### config.mk
export PLATFORM = sky130hd
export DESIGN_NAME = mul_sequencer
export DESIGN_NICKNAME = d
export VERILOG_FILES = /design/src/rtl/mul_sequencer.sv
export SDC_FILE = /design/constraint.sdc
export NUM_CORES = 1
export LEC_CHECK = 0
export CAP_MARGIN = 20
export CORE_UTILIZATION = 40
export CTS_BUF_LIST = sky130_fd_sc_hd__clkbuf_8
export CTS_CLUSTER_DIAMETER = 40
export DETAILED_ROUTE_END_ITERATION = 8
export SETUP_SLACK_MARGIN = 0.5
export SYNTH_ARGS = -nofsm -noshare
export SYNTH_HDL_FRONTEND = slang
export SYNTH_SLANG_ARGS = --single-unit
export TNS_END_PERCENT = 100
### constraint.sdc
create_clock -name clk -period 7.3 [get_ports clk]
set_input_delay 0.73 -clock clk [delete_from_list [all_inputs] [get_ports clk]]
set_output_delay 0.73 -clock clk [all_outputs]
set_load 0.01 [all_outputs]
### src/rtl/mul_sequencer.sv
// Multi-cycle shift-and-add multiplier sequencer (IDLE -> RUN -> DONE) that stalls the pipeline for a MUL.
// Optional macro MUL_EARLY_EXIT_EN ends RUN as soon as no multiplier bits remain.
module mul_sequencer #(
    parameter int WIDTH = 64,
    parameter int CNT_W = 7
) (
    input  logic             clk,
    input  logic             reset,
    input  logic             valid,
    input  logic [3:0]       opcode,
    input  logic             flush,
    input  logic [WIDTH-1:0] a,
    input  logic [WIDTH-1:0] b,
    output logic             stall,
    output logic             busy,
    output logic             done,
    output logic [WIDTH-1:0] result
);

    typedef enum logic [1:0] {
        IDLE = 2'd0,
        RUN  = 2'd1,
        DONE = 2'd2
    } state_t;

    localparam logic [3:0]       OP_MUL = 4'd9;
    localparam logic [CNT_W-1:0] LAST   = CNT_W'(WIDTH - 1);

    state_t           r_state;
    logic [WIDTH-1:0] r_mcand;
    logic [WIDTH-1:0] r_mplier;
    logic [WIDTH-1:0] r_acc;
    logic [CNT_W-1:0] r_count;
    logic [WIDTH-1:0] r_result;
    logic             r_busy;
    logic             r_done;

    logic             w_start;
    logic [WIDTH-1:0] w_accNext;
    logic             w_lastIter;

    assign w_start   = valid & (opcode == OP_MUL) & ~flush;
    assign w_accNext = r_mplier[0] ? (r_acc + r_mcand) : r_acc;

`ifdef MUL_EARLY_EXIT_EN
    // Post-shift multiplier of zero means every remaining iteration would add nothing.
    assign w_lastIter = (r_count == LAST) | (r_mplier[WIDTH-1:1] == '0);
`else
    assign w_lastIter = (r_count == LAST);
`endif

    assign stall  = ((r_state == IDLE) & w_start) | (r_state == RUN);
    assign busy   = r_busy;
    assign done   = r_done;
    assign result = r_result;

    always_ff @(posedge clk) begin
        if (!reset) begin
            r_state  <= IDLE;
            r_mcand  <= '0;
            r_mplier <= '0;
            r_acc    <= '0;
            r_count  <= '0;
            r_result <= '0;
            r_busy   <= 1'b0;
            r_done   <= 1'b0;
        end else begin
            r_done <= 1'b0;
            case (r_state)
                IDLE: begin
                    if (w_start) begin
                        r_mcand  <= a;
                        r_mplier <= b;
                        r_acc    <= '0;
                        r_count  <= '0;
                        r_state  <= RUN;
                        r_busy   <= 1'b1;
                    end
                end
                RUN: begin
                    // A flush wins over the iteration so a squashed MUL never pulses done.
                    if (flush) begin
                        r_state <= IDLE;
                        r_busy  <= 1'b0;
                    end else begin
                        r_acc    <= w_accNext;
                        r_mcand  <= r_mcand << 1;
                        r_mplier <= r_mplier >> 1;
                        r_count  <= r_count + CNT_W'(1);
                        if (w_lastIter) begin
                            r_state  <= DONE;
                            r_result <= w_accNext;
                            r_done   <= 1'b1;
                        end
                    end
                end
                DONE: begin
                    r_state <= IDLE;
                    r_busy  <= 1'b0;
                end
                default: begin
                    r_state <= IDLE;
                    r_busy  <= 1'b0;
                end
            endcase
        end
    end

endmodule

==> impl_results.rst <==
.. list-table::
   :header-rows: 1

   * - Metric
     - Value
   * - Result of the run
     - finished, final reports clean
   * - Final weighted congestion in routability-driven placement
     - 0.915
   * - Synth Cell Area
     - 14,300 µm²
   * - Final WL
     - 44,300 µm
   * - Number of placed instances with taps included
     - 2,309
   * - Synth Net Count
     - 1,969
   * - Initial antenna violation count
     - 1
   * - Count of unresolved DRC violations after routing
     - 0
   * - Most used cells in the layout excluding fill and tap cells
     - sky130_fd_sc_hd__dfxtp_1 (266), sky130_fd_sc_hd__a21oi_1 (225), sky130_fd_sc_hd__nor2_1 (202), sky130_fd_sc_hd__clkdlybuf4s50_1 (202), sky130_fd_sc_hd__nand2_1 (194)
   * - Worst slack, placed
     - 3.29 ns
   * - Area inside the core boundary
     - 34,900 µm²
   * - Least-Margin Pin Slew
     - 1.06 ns
   * - Clock buffer count from CTS
     - 49
   * - Routed vias/inst
     - 5.62
   * - Height of the chip
     - 191 µm
   * - Period utilization
     - 0.515
   * - Final core utilization
     - 0.506
   * - Final Hold Vio Count
     - 0
   * - Total Nets Final
     - 2,106
   * - Period minus WS final
     - 3.76 ns
   * - Die ar.
     - 36,600 µm²
   * - Crit Path Max Fanout
     - 55
   * - Most instantiated flip-flop cell in the synthesis netlist
     - sky130_fd_sc_hd__dfxtp_1
   * - Pin count of the biggest net entering global routing
     - 123
   * - Maximum achievable frequency
     - 266 MHz
   * - Worst supply voltage drop on vdd
     - 0.000141 V
   * - Post-synthesis average cell area
     - 8.10 µm²
   * - Max Transition Viols Final
     - 0
   * - Top-level port count
     - 203
   * - Crit Path Category
     - reg -> reg
   * - Buffers added on ports
     - 202
   * - Most common cell after layout, fill and taps aside
     - sky130_fd_sc_hd__dfxtp_1
   * - Layout cell share with drive strength beyond 1
     - 0.0628
   * - Remaining antenna violation count after routing
     - 0
   * - Leakage
     - 6.85 nW
   * - Max Buffers Root-to-Sink
     - 3
   * - Post-route non-filler standard cell count
     - 2,399
   * - Setup repair after global routing missed its margin
     - false
   * - Yosys warnings
     - 0
   * - Sequential fraction of the synthesis area
     - 0.373
   * - Cts-stage hold buffer count
     - 0
   * - PostCTS Resize Cnt
     - 0
   * - Worst slew margin relative to its limit
     - 0.291
   * - TNS Setup
     - 0 ns
   * - DRT Pass-1 Iters
     - 6
   * - Clock H-tree levels
     - 2
   * - WL per Instance
     - 18.5 µm
   * - Number of violations reported at the end of detailed-routing iteration 0
     - 967
   * - Total setup violations reported at the end of the flow
     - 0
   * - Post CTS Setup Buffer Count
     - 0
   * - Dpl hpwl
     - 30,800 µm
   * - Clock input transition at the sequential cells of the worst setup and hold paths
     - 0.06 ns
   * - Clock tree from TritonCTS
     - yes
   * - Source-to-sink clock delay at the later pin of the worst-skew pair
     - 0.62 ns
   * - Unique cell type count in the Yosys netlist
     - 70
   * - HP Class
     - reg -> reg
   * - Post-synthesis to final-layout area growth
     - 23.2%
   * - First-pass GRT wire length
     - 70,200 µm
   * - Root Driver
     - sky130_fd_sc_hd__clkbuf_8
   * - Post-synthesis cell count
     - 1,768
   * - Clock Skews
     - 0.0281 ns
   * - Width of the die
     - 191 µm
   * - Synthesis-stage register bit count
     - 267
   * - Via total after detailed routing
     - 13,500
   * - Total global routing overflow
     - 0
   * - Area of all placed cells without fillers
     - 17,600 µm²
   * - Clock Sink Count
     - 267
   * - Starting utilization of the core area
     - 0.411
   * - Vias in the first global route
     - 13,000
   * - PwrDens
     - 177 nW/µm²
   * - Critical path required time
     - 7.76 ns
   * - Placement Cell Area
     - 16,600 µm²
   * - Data arrival at the endpoint of the critical path
     - 4.22 ns
   * - Post-synth EDFFs
     - 0
   * - Critical path capture point type
     - flip-flop
   * - Overall Global Routing Usage
     - 0.241
   * - Final setup slack of the worst path
     - 3.54 ns
   * - Count of max-cap constraint violations
     - 0
   * - Total number of placement rows
     - 68
   * - Share of synthesized registers carrying an async set or reset
     - 0
   * - Element type at the critical path start
     - flip-flop
routing by layer:
| layer | wire, µm | share of wire | track usage |
|---|---|---|---|
| met5 | 13 | 0.00029 | 0 |
| met4 | 743 | 0.017 | 0.0607 |
| met3 | 3000 | 0.068 | 0.0571 |
| met2 | 20200 | 0.46 | 0.395 |
| met1 | 20300 | 0.46 | 0.316 |
final cells by class:
| type | instances | area [µm²] |
|---|---|---|
| clock inverter | 26 | 173 |
| multi-input combinational | 1359 | 8470 |
| timing repair buffer | 219 | 2170 |
| antenna | 1 | 2.50 |
| inverter | 9 | 38.8 |
| clock buffer | 63 | 867 |
| fill | 3474 | 17200 |
| tap | 455 | 569 |
| sequential | 267 | 5350 |
cells in the mapped netlist (all sizes together), types with 5 or more instances:
cell	count	share of area
o21bai	7	0.0039
or3	8	0.0035
buf	22	0.0066
nand4	26	0.011
nand2	195	0.051
a211oi	78	0.041
nor4	6	0.0026
o21ai	91	0.032
mux2i	74	0.052
nor3	24	0.0084
a31oi	25	0.011
dfxtp	267	0.37
and3	9	0.0043
xor2	29	0.018
nand2b	10	0.0044
inv	9	0.0024
a21o	26	0.014
nand3	31	0.011
clkbuf	111	0.029
a21oi	226	0.079
ha	64	0.056
xnor2	37	0.023
o31ai	5	0.0026
nor2	205	0.054
o211ai	10	0.0056
o21a	16	0.0084
a22o	22	0.013
o211a	8	0.0056
a22oi	82	0.043
metrics by stage:
step	hold WS (ns)	power [mW]
5_1_grt	0.476	3.25
2_1_floorplan	0.437	1.57
3_3_place_gp	0.440	1.66
6_report	0.454	3.12
4_1_cts	0.456	3.17
3_5_place_dp	0.447	1.67
final timing paths:
| kind | startpoint | end | slack [ns] | cells after the start |
|---|---|---|---|---|
| worst min-delay path | r_mplier[56] | r_mplier[56] | 0.45 | 2 |
| worst max-delay path | r_state[0] | r_acc[39] | 3.54 | 8 |
| worst min register to register | r_mplier[56] | r_mplier[56] | 0.45 | 2 |
| worst max register to register | r_state[0] | r_acc[39] | 3.54 | 8 |
cell families after synthesis:
logic type,Yosys count,share of synthesized area
AO/OA/AOI/OAI,622,0.278
AND/OR/NAND/NOR,530,0.159
flip-flops,267,0.373
buffers and inverters,142,0.0382
multiplexers,76,0.0533
XOR/XNOR,66,0.0409
adder cells (fa/ha/maj),65,0.0573
critical path, cell delays in order, from the launching register on:
cell and delay (ns):
sky130_fd_sc_hd__dfxtp_1 0.47, sky130_fd_sc_hd__nand2b_4 0.59, sky130_fd_sc_hd__or2_2 0.54, sky130_fd_sc_hd__buf_4 0.28
sky130_fd_sc_hd__nand2_4 0.47, sky130_fd_sc_hd__buf_4 0.53, sky130_fd_sc_hd__o21ai_0 0.34, sky130_fd_sc_hd__a22oi_1 0.27
sky130_fd_sc_hd__nor2_1 0.06
registers in the layout, indices dropped and copies added (netlist names):
signal    count
busy          1
done          1
r_acc        64
r_count       7
r_mcand      64
r_mplier     64
r_state       2
result       64
power by group:
part	internal, mW	total [mW]	switching (mW)
sequential	1.47	1.47	0.00797
combinational	0.0867	0.160	0.0731
clock	0.821	1.49	0.665
total	2.37	3.12	0.746
(Power assumes the default switching activity.)
